**src/rtl/ex_mem_reg.sv**
```systemverilog
// ---------------------------------------------------------------------------
// ex_mem_reg : EX->MEM pipeline register
//
// Latches the EX-stage result (write-back target, ALU data, load/store info,
// HI/LO update) for the MEM stage. It also carries the partial product and
// cycle index used by multi-cycle madd/msub back to EX.
//
// Ports
//   clk, rst          clock, asynchronous active-high reset
//   stall[5:0]        pipeline stall vector (bit 3 = EX, bit 4 = MEM)
//   flush             synchronous exception flush
//   ex_*              EX-stage result fields
//   hilo_i, cnt_i     madd/msub partial product and cycle index from EX
//   mem_*             registered copies of ex_* driving the MEM stage
//   mem_valid         1 = real instruction, 0 = bubble
//   hilo_o, cnt_o     saved partial product and cycle index fed back to EX
//
// Each edge applies exactly one action, in priority order:
//   flush  -> clear everything (aborts any in-flight madd/msub)
//   bubble -> EX stalled, MEM free: clear mem_*, save hilo/cnt
//   advance-> EX not stalled: take ex_*, clear hilo/cnt
//   hold   -> EX and MEM stalled: keep everything
// ---------------------------------------------------------------------------
module ex_mem_reg #(
    parameter int DATA_W  = 32,
    parameter int ADDR_W  = 5,
    parameter int ALUOP_W = 8,
    parameter int CNT_W   = 2
) (
    input  logic                clk,
    input  logic                rst,
    input  logic [5:0]          stall,
    input  logic                flush,
    input  logic [ADDR_W-1:0]   ex_wd,
    input  logic                ex_wreg,
    input  logic [DATA_W-1:0]   ex_wdata,
    input  logic [ALUOP_W-1:0]  ex_aluop,
    input  logic [DATA_W-1:0]   ex_mem_addr,
    input  logic [DATA_W-1:0]   ex_reg2,
    input  logic                ex_whilo,
    input  logic [DATA_W-1:0]   ex_hi,
    input  logic [DATA_W-1:0]   ex_lo,
    input  logic [2*DATA_W-1:0] hilo_i,
    input  logic [CNT_W-1:0]    cnt_i,
    output logic [ADDR_W-1:0]   mem_wd,
    output logic                mem_wreg,
    output logic [DATA_W-1:0]   mem_wdata,
    output logic [ALUOP_W-1:0]  mem_aluop,
    output logic [DATA_W-1:0]   mem_mem_addr,
    output logic [DATA_W-1:0]   mem_reg2,
    output logic                mem_whilo,
    output logic [DATA_W-1:0]   mem_hi,
    output logic [DATA_W-1:0]   mem_lo,
    output logic                mem_valid,
    output logic [2*DATA_W-1:0] hilo_o,
    output logic [CNT_W-1:0]    cnt_o
);

    typedef struct packed {
        logic [ADDR_W-1:0]  wd;
        logic               wreg;
        logic [DATA_W-1:0]  wdata;
        logic [ALUOP_W-1:0] aluop;
        logic [DATA_W-1:0]  mem_addr;
        logic [DATA_W-1:0]  reg2;
        logic               whilo;
        logic [DATA_W-1:0]  hi;
        logic [DATA_W-1:0]  lo;
        logic               valid;
    } mem_bus_t;

    mem_bus_t            mem_q;
    mem_bus_t            ex_bus;
    logic [2*DATA_W-1:0] hilo_q;
    logic [CNT_W-1:0]    cnt_q;

    // Only the EX and MEM stall bits matter to this register.
    logic unused_stall;
    assign unused_stall = ^{stall[5], stall[2:0]};

    assign ex_bus = '{
        wd:       ex_wd,
        wreg:     ex_wreg,
        wdata:    ex_wdata,
        aluop:    ex_aluop,
        mem_addr: ex_mem_addr,
        reg2:     ex_reg2,
        whilo:    ex_whilo,
        hi:       ex_hi,
        lo:       ex_lo,
        valid:    1'b1
    };

    always_ff @(posedge clk or posedge rst) begin
        if (rst) begin
            mem_q  <= '0;
            hilo_q <= '0;
            cnt_q  <= '0;
        end else if (flush) begin
            mem_q  <= '0;
            hilo_q <= '0;
            cnt_q  <= '0;
        end else if (stall[3] && !stall[4]) begin
            // Bubble into MEM while keeping the madd/msub partial result
            // so EX can pick it up on its next cycle.
            mem_q  <= '0;
            hilo_q <= hilo_i;
            cnt_q  <= cnt_i;
        end else if (!stall[3]) begin
            // Also covers the non-monotonic stall[4]=1 & stall[3]=0 case.
            mem_q  <= ex_bus;
            hilo_q <= '0;
            cnt_q  <= '0;
        end
    end

    assign mem_wd       = mem_q.wd;
    assign mem_wreg     = mem_q.wreg;
    assign mem_wdata    = mem_q.wdata;
    assign mem_aluop    = mem_q.aluop;
    assign mem_mem_addr = mem_q.mem_addr;
    assign mem_reg2     = mem_q.reg2;
    assign mem_whilo    = mem_q.whilo;
    assign mem_hi       = mem_q.hi;
    assign mem_lo       = mem_q.lo;
    assign mem_valid    = mem_q.valid;
    assign hilo_o       = hilo_q;
    assign cnt_o        = cnt_q;

endmodule

```
**config.mk**
```make
export PLATFORM = sky130hd
export DESIGN_NAME = ex_mem_reg
export DESIGN_NICKNAME = d
export VERILOG_FILES = /design/src/rtl/ex_mem_reg.sv
export SDC_FILE = /design/constraint.sdc
export NUM_CORES = 1
export LEC_CHECK = 0
export CAP_MARGIN = 20
export CORE_AREA = 2 2 191 193
export DETAILED_ROUTE_END_ITERATION = 7
export DIE_AREA = 0 0 193 195
export GPL_ROUTABILITY_DRIVEN = 0
export PLACE_DENSITY = 0.59
export SETUP_SLACK_MARGIN = 0.3
export SKIP_CTS_REPAIR_TIMING = 1
export SLEW_MARGIN = 20
export SYNTH_ARGS = -nofsm -noshare
export SYNTH_HDL_FRONTEND = slang
export SYNTH_SLANG_ARGS = --single-unit
```
**constraint.sdc**
```tcl
create_clock -name clk -period 19.56 [get_ports clk]
set_input_delay 3.912 -clock clk [delete_from_list [all_inputs] [get_ports clk]]
set_output_delay 3.912 -clock clk [all_outputs]
set_load 0.05 [all_outputs]
```
# Word level (Yosys, flattened, before mapping)
# Cells that the tools add are included.
[word_totals] inputBits=250 reg_bits=242 word_cells=24 output_inout_bits=242
[classes] n_eq_ne=1 reduce_logical=2 n_mux=9
[op_table] operator="$mux 176" n=3
[op_table] operator="$mux 64" n=3
[op_table] operator="$mux 2" n=3
[op_table] operator="$ne 3x1->1 const B" n=1
[op_table] operator="$logic_and 1x1->1" n=1
[op_table] operator="$logic_not 1->1" n=1

# Depth between registers and ports, before layout
# Gate-level depths: netlist of the first run.
[logic_depth] ltp_word=4 depth_mapped=6 depth_no_buf=2

# Least setup slack after synthesis of the first run
# OpenSTA, ideal clock, no wires.
[synth_path] kind="input to register" start="input port stall[4]" end="register mem_q, in the netlist mem_hi[0]" stages=6 arrival_time_ns=4.784 t_required_ns=19.438 setup_ns=0.122 path_buffers=4 path_slack_ns=14.655 cell_sequence="buf_2 > and2_1 > clkbuf_2 > buf_6 > buf_6 > a32o_1"
[synth_via] elab_chain_cells=4 word_cells_on_any_way=5 classes_between="eq/ne (1); mux (2); reduce/logical (2)"
[synth_rtl] element="start: declaration" line_no="32" rtl="input logic [5:0] stall,"
[synth_rtl] element="$logic_not 1->1 *" line_no="103" rtl="end else if (stall[3] && !stall[4]) begin"
[synth_rtl] element="$logic_and 1x1->1 *" line_no="103"
[synth_rtl] element="$mux 176" line_no="103"
[synth_rtl] element="$mux 176" line_no="99" rtl="end else if (flush) begin"
[synth_rtl] element="end signal: assignment" line_no="111" rtl="mem_q <= ex_bus;"
[synth_rtl] element="end: declaration" line_no="72" rtl="mem_bus_t mem_q;"
# Every way passes the cells marked *; elsewhere a longest branch is shown, timed or not.
# A chain may end at the register's enable or synchronous reset.

==> impl_metrics.env, run 1 <==
export IMPL_overflow=0
export IMPL_p_int_w=0.000951
export IMPL_seqCellArea_um2=6060
export IMPL_clkPwrFrac_pct=41.0
export IMPL_timing_slew_headroom_pct=30.5
export IMPL_grt_pass1_wl_um=48100
export IMPL_hp_start="mem_hi[8]$_DFFE_PP0P_"
export IMPL_clk_pin_slew_ns=0.05
export IMPL_nNetsFinal=1334
export IMPL_outcome="complete, no violations"
export IMPL_syn2layout_area_growth_pct=66.4
export IMPL_ir_drop_mv=0.0576
export IMPL_worstPathCellList="clkdlybuf4s50_1 > inv_8 > buf_4 > buf_4"
export IMPL_path_class="in2async"
export IMPL_root_buffer="clkbuf_16"
export IMPL_h_tree_depth=1
export IMPL_clockBufferDepth=3
export IMPL_cp_num_buf_inv=4
export IMPL_crit_start="rst"
export IMPL_synth_top_family_by_area="compound AO/OA/AOI/OAI gates"
export IMPL_dp_cells=1515
export IMPL_syn_inst=630
export IMPL_synth_compound_area_share_pct=19.2
export IMPL_ys_seq_area_share_pct=66.1
export IMPL_synthTopCellsByArea="dfrtp_1 66%, a32o_1 19%, mux2i_1 7.2%"
export IMPL_drt_iter0_markers=377
export IMPL_yosys_area_share_adder_pct=0
export IMPL_reg2reg_depth=1
export IMPL_antenna_found_initial=1
export IMPL_p_comb_share_pct=18.3
export IMPL_synth_top_area_share_pct=66.1
export IMPL_endpoint_kind="asynchronous set/reset pin"
export IMPL_hold_class="reg2reg"
export IMPL_yosys_warnings=0
export IMPL_final_cell_area_um2=15200
export IMPL_crit_path_frequent_cell="buf_4"
export IMPL_p_total_w=0.00131
export IMPL_path_delay_family="buffers and inverters"
export IMPL_nFillCells=3366
export IMPL_dp_hpwl_um=22200
export IMPL_synth_area_mux_share_pct=7.21
export IMPL_layout_drive_gt1_share_pct=5.54
export IMPL_critPathSlowestCell="buf_4"
export IMPL_postPlaceCellArea_um2=14300
export IMPL_port_buffers=487
export IMPL_clock_latency_ns=0.54
export IMPL_grt_max_degree=108
export IMPL_ios=492
export IMPL_vias=7517
export IMPL_viasPerCell=4.81
export IMPL_final_cell_mix="485 x clkdlybuf4s50_1, 242 x dfrtp_1, 175 x a32o_1"
export IMPL_fp_dieArea_um2=37600
export IMPL_cts_tree="yes"
export IMPL_cpPeakStageDelay_ns=0.82
export IMPL_max_freq_mhz=162
export IMPL_clock_sinks=242
export IMPL_power_density_nw_per_um2=86.0
export IMPL_synth_simple_area_share_pct=3.02
export IMPL_yosysTopAreaCell="dfrtp_1"
export IMPL_die_x_um=193
export IMPL_switching_share_pct=27.5
export IMPL_power_switching_w=0.000360
export IMPL_wl_um=32200
export IMPL_cap_violations=0
export IMPL_p_seq_share_pct=40.8
export IMPL_worstMarginPinSlew_ns=1.04
export IMPL_cp_depth=4
export IMPL_route_detailed_drc=0
export IMPL_synth_area_per_cell_um2=14.5
export IMPL_cts_buffers=28
export IMPL_synthXorXnorAreaFrac_pct=0
export IMPL_hold_violations=0
export IMPL_layout_worst_path_cycle_share_pct=31.5
export IMPL_required_ns=20.10
export IMPL_coreArea_um2=35400
export IMPL_maxSlewViolCount=0
export IMPL_rows=69
export IMPL_r2r_start="mem_lo[24]$_DFFE_PP0P_"
export IMPL_initial_utilization_pct=25.9
export IMPL_ys_types=18
export IMPL_fin_cells=1563
export IMPL_fin_tns_setup_ns=0
export IMPL_first_global_vias=7919
export IMPL_grt_use_total_pct=16.3
export IMPL_die_y_um=195
export IMPL_setup_violations=0
export IMPL_whs_ns=0.519
export IMPL_crit_fanout=107
export IMPL_fin_skew_ns=0
export IMPL_final_common_cell="clkdlybuf4s50_1"
export IMPL_rsz0062_at_grt="no"
export IMPL_netlist_area_um2=9160
export IMPL_arrival_ns=6.71
export IMPL_leakagePower_nw=6.46
export IMPL_min_path_cells=1
export IMPL_multi_input_area_um2=2710
export IMPL_cp_start_kind="input pin"
export IMPL_routedWlPerCell_um=20.6
export IMPL_syn_nets=880
export IMPL_drtPass1Iterations=5
export IMPL_period_needed_ns=6.16
export IMPL_ant_nets=0
export IMPL_diodes=0
export IMPL_synth_seq_cells=242
[final timing paths]
path,to,slack [ns]
worst max-delay path,mem_wdata[9]$_DFFE_PP0P_,13.40
worst min-delay path,mem_hi[8]$_DFFE_PP0P_,0.52
worst max register to register,mem_lo[24]$_DFFE_PP0P_,18.78
worst min register to register,mem_hi[8]$_DFFE_PP0P_,0.52
max in group clk,mem_wdata[6]$_DFFE_PP0P_,13.57
min in group asynchronous,hilo_o[18]$_DFFE_PP0P_,3.90
[cell type report]
| class | count | area share [%] |
|---|---|---|
| tap | 461 | 3.78 |
| clock inverter | 8 | 0.771 |
| sequential | 242 | 39.7 |
| timing repair buffer | 497 | 32.4 |
| inverter | 2 | 0.107 |
| clock buffer | 40 | 5.42 |
| multi-input combinational | 313 | 17.8 |
[cells by family after synthesis]
family	Yosys count
and+or+nand+nor	71
DFF	242
muxes	66
AOI/OAI and AO/OA	176
buffers and inverters	75
[cells in the mapped netlist (all sizes together)]
cell,number
nand2,1
dfrtp,242
nor2b,1
clkbuf,21
nor2,67
buf,52
a21oi,1
mux2i,66
and2,1
inv,2
a32o,175
nand2b,1
[per-stage QoR]
stage / worst slack (ns) / util, %
after global placement: 12.62 / 40.4
final: 13.40 / 43.1
after CTS: 13.25 / 43.1
after floorplan: 9.00 / -
after global routing: 12.94 / 43.1
after detailed placement: 12.66 / 40.4
[registers in the layout, summed over array words and instances, names as in the netlist, 5 cells and up]
signal	count
mem_aluop	8
hilo_o	64
mem_wdata	32
mem_mem_addr	32
mem_reg2	32
mem_lo	32
mem_hi	32
mem_wd	5
[power groups by stage]
stage	Clock, W	Combinational, W	Sequential, W
3_3_place_gp	0	0.000241	0.000542
5_1_grt	0.000577	0.000252	0.000537
2_1_floorplan	0	0.0000541	0.000619
4_1_cts	0.000554	0.000243	0.000534
3_5_place_dp	0	0.000242	0.000543
6_report	0.000537	0.000240	0.000534
[per-layer routing]
layer  global-route usage (%)  wire length, um
met1                     19.7            12300
met2                     28.9            16700
met3                     4.30             2570
met4                     3.93              620
met5                        0               11
Note: power is estimated with default switching activity, not from simulation.
==> inputs of run 2 (changes only) <==
--- a/config.mk
+++ b/config.mk
@@ -10,7 +10,7 @@
 export DETAILED_ROUTE_END_ITERATION = 7
 export DIE_AREA = 0 0 193 195
 export GPL_ROUTABILITY_DRIVEN = 0
-export PLACE_DENSITY = 0.59
+export PLACE_DENSITY = 0.61
 export SETUP_SLACK_MARGIN = 0.3
 export SKIP_CTS_REPAIR_TIMING = 1
 export SLEW_MARGIN = 20
==> constraint.sdc (replaced) <==
create_clock -name clk -period 5.1 [get_ports clk]
set_input_delay 1.02 -clock clk [delete_from_list [all_inputs] [get_ports clk]]
set_output_delay 1.02 -clock clk [all_outputs]
set_load 0.05 [all_outputs]
==> run 2 against run 1 <==
  * First-iteration DRC count fell by 9.3%
  * Cell count rose by 0.45%
  * Clock skew did not move
  * Via count decreased by 0.12%
  * Critical path depth shrank 3
  * Setup slack worse by 11 ns
  * Sequential power increased to 3.8 times the previous value
  * Sequential share of layout area shrank 0.24 points
  * Die area unchanged
  * Cell area up 0.61%
  * Highest routed layer unchanged
==> impl_metrics.env, run 2 (same netlist as run 1, synthesis figures left out) <==
export IMPL_period_needed_ns=2.85
export IMPL_outcome="complete, no violations"
export IMPL_clock_sinks=242
export IMPL_power_density_nw_per_um2=328
export IMPL_root_buffer="clkbuf_16"
export IMPL_p_comb_share_pct=18.4
export IMPL_rows=69
export IMPL_final_cell_mix="485 x clkdlybuf4s50_1, 242 x dfrtp_1, 175 x a32o_1"
export IMPL_drtPass1Iterations=4
export IMPL_p_seq_share_pct=40.7
export IMPL_reg2reg_depth=1
export IMPL_crit_fanout=2
export IMPL_syn2layout_area_growth_pct=67.4
export IMPL_postPlaceCellArea_um2=14400
export IMPL_setup_violations=0
export IMPL_holdPathEnd="mem_wdata[12]$_DFFE_PP0P_"
export IMPL_dp_hpwl_um=22500
export IMPL_vias=7508
export IMPL_required_ns=4.08
export IMPL_antenna_found_initial=2
export IMPL_final_cell_area_um2=15300
export IMPL_arrival_ns=1.83
export IMPL_hp_start="mem_wdata[12]$_DFFE_PP0P_"
export IMPL_timing_slew_headroom_pct=35.5
export IMPL_die_x_um=193
export IMPL_final_common_cell="clkdlybuf4s50_1"
export IMPL_overflow=0
export IMPL_drt_iter0_markers=342
export IMPL_cts_buffers=28
export IMPL_endpoint_kind="output pin"
export IMPL_max_freq_mhz=351
export IMPL_cp_start_kind="register"
export IMPL_hold_violations=0
export IMPL_port_buffers=487
export IMPL_viasPerCell=4.78
export IMPL_r2r_setup_slack_ns=4.30
export IMPL_grt_pass1_wl_um=47700
export IMPL_grt_max_degree=106
export IMPL_ir_drop_mv=0.267
export IMPL_worstMarginPinSlew_ns=0.968
export IMPL_first_global_vias=7770
export IMPL_maxSlewViolCount=0
export IMPL_regToRegEndpoint="mem_lo[27]$_DFFE_PP0P_"
export IMPL_cts_tree="yes"
export IMPL_largest_reg_flops=64
export IMPL_nNetsFinal=1338
export IMPL_ios=492
export IMPL_initial_utilization_pct=25.9
export IMPL_switching_share_pct=27.7
export IMPL_clk_pin_slew_ns=0.06
export IMPL_clock_latency_ns=0.53
export IMPL_ant_nets=0
export IMPL_layout_drive_gt1_share_pct=6.05
export IMPL_fin_skew_ns=0
export IMPL_r2r_start="mem_lo[27]$_DFFE_PP0P_"
export IMPL_coreArea_um2=35400
export IMPL_worstPathCellList="clkdlybuf4s50_1"
export IMPL_grt_use_total_pct=16.2
export IMPL_power_switching_w=0.00140
export IMPL_hold_class="reg2reg"
export IMPL_cpPeakStageDelay_ns=0.87
export IMPL_rsz0062_at_grt="no"
export IMPL_path_delay_family="buffers and inverters"
export IMPL_dp_slack_ns=1.74
export IMPL_layout_worst_path_cycle_share_pct=55.8
export IMPL_cp_num_buf_inv=1
export IMPL_die_y_um=195
export IMPL_path_class="reg2out"
export IMPL_worst_slack_ns=2.25
export IMPL_cap_violations=0
export IMPL_critPathSlowestCell="clkdlybuf4s50_1"
export IMPL_wl_um=32200
export IMPL_route_detailed_drc=0
export IMPL_p_int_w=0.00364
export IMPL_h_tree_depth=1
export IMPL_clkPwrFrac_pct=41.0
export IMPL_clockBufferDepth=3
export IMPL_leakagePower_nw=6.50
export IMPL_min_path_cells=1
export IMPL_fin_tns_setup_ns=0
export IMPL_routedWlPerCell_um=20.5
export IMPL_fp_dieArea_um2=37600
-- run 2: per-stage QoR --
| step | total power, W | util [%] | hold slack [ns] | std cells |
|---|---|---|---|---|
| CTS | 0.00512 | 43.3 | 0.522 | 1569 |
| global placement | 0.00301 | 40.6 | 0.501 | 1519 |
| global route | 0.00525 | 43.3 | 0.537 | 1570 |
| detailed placement | 0.00302 | 40.6 | 0.509 | 1519 |
| floorplan | 0.00258 | - | 0.764 | 630 |
| finish | 0.00504 | 43.3 | 0.515 | 1570 |
-- run 2: how the worst max path moves through the flow --
stage | to | cells after the start | slack, ns | start
finish | mem_lo[27] | 1 | 2.25 | mem_lo[27]$_DFFE_PP0P_
global route | mem_lo[27] | 1 | 2.22 | mem_lo[27]$_DFFE_PP0P_
CTS | mem_lo[27] | 1 | 2.22 | mem_lo[27]$_DFFE_PP0P_
detailed placement | mem_aluop[2]$_DFFE_PP0P_ | 4 | 1.74 | flush
global placement | mem_mem_addr[24]$_DFFE_PP0P_ | 4 | 1.78 | flush
floorplan | cnt_o[0]$_DFFE_PP0P_ | 1 | 0.90 | rst
-- run 2: cell type report --
class                   instances  area (um2)
clock inverters                 8         100
flip-flops and latches        242        6060
repair buffers                501        5030
inverters                       2        12.5
fillers                      3367       20100
clock buffers                  42         855
multi-input cells             313        2710
diodes                          1        2.50
well taps                     461         577
-- run 2: metal layers --
layer	GRT usage (%)	wire, um
met4	4.94	919
met2	28.1	16000
met1	19.5	12600
met3	4.51	2610
met5	0	13
-- run 2: power by group through the flow --
stage | clock network (W) | registers, W | logic [W]
2_1_floorplan | 0 | 0.00237 | 0.000208
3_3_place_gp | 0 | 0.00208 | 0.000931
3_5_place_dp | 0 | 0.00208 | 0.000935
4_1_cts | 0.00213 | 0.00205 | 0.000938
5_1_grt | 0.00222 | 0.00206 | 0.000973
6_report | 0.00206 | 0.00205 | 0.000926
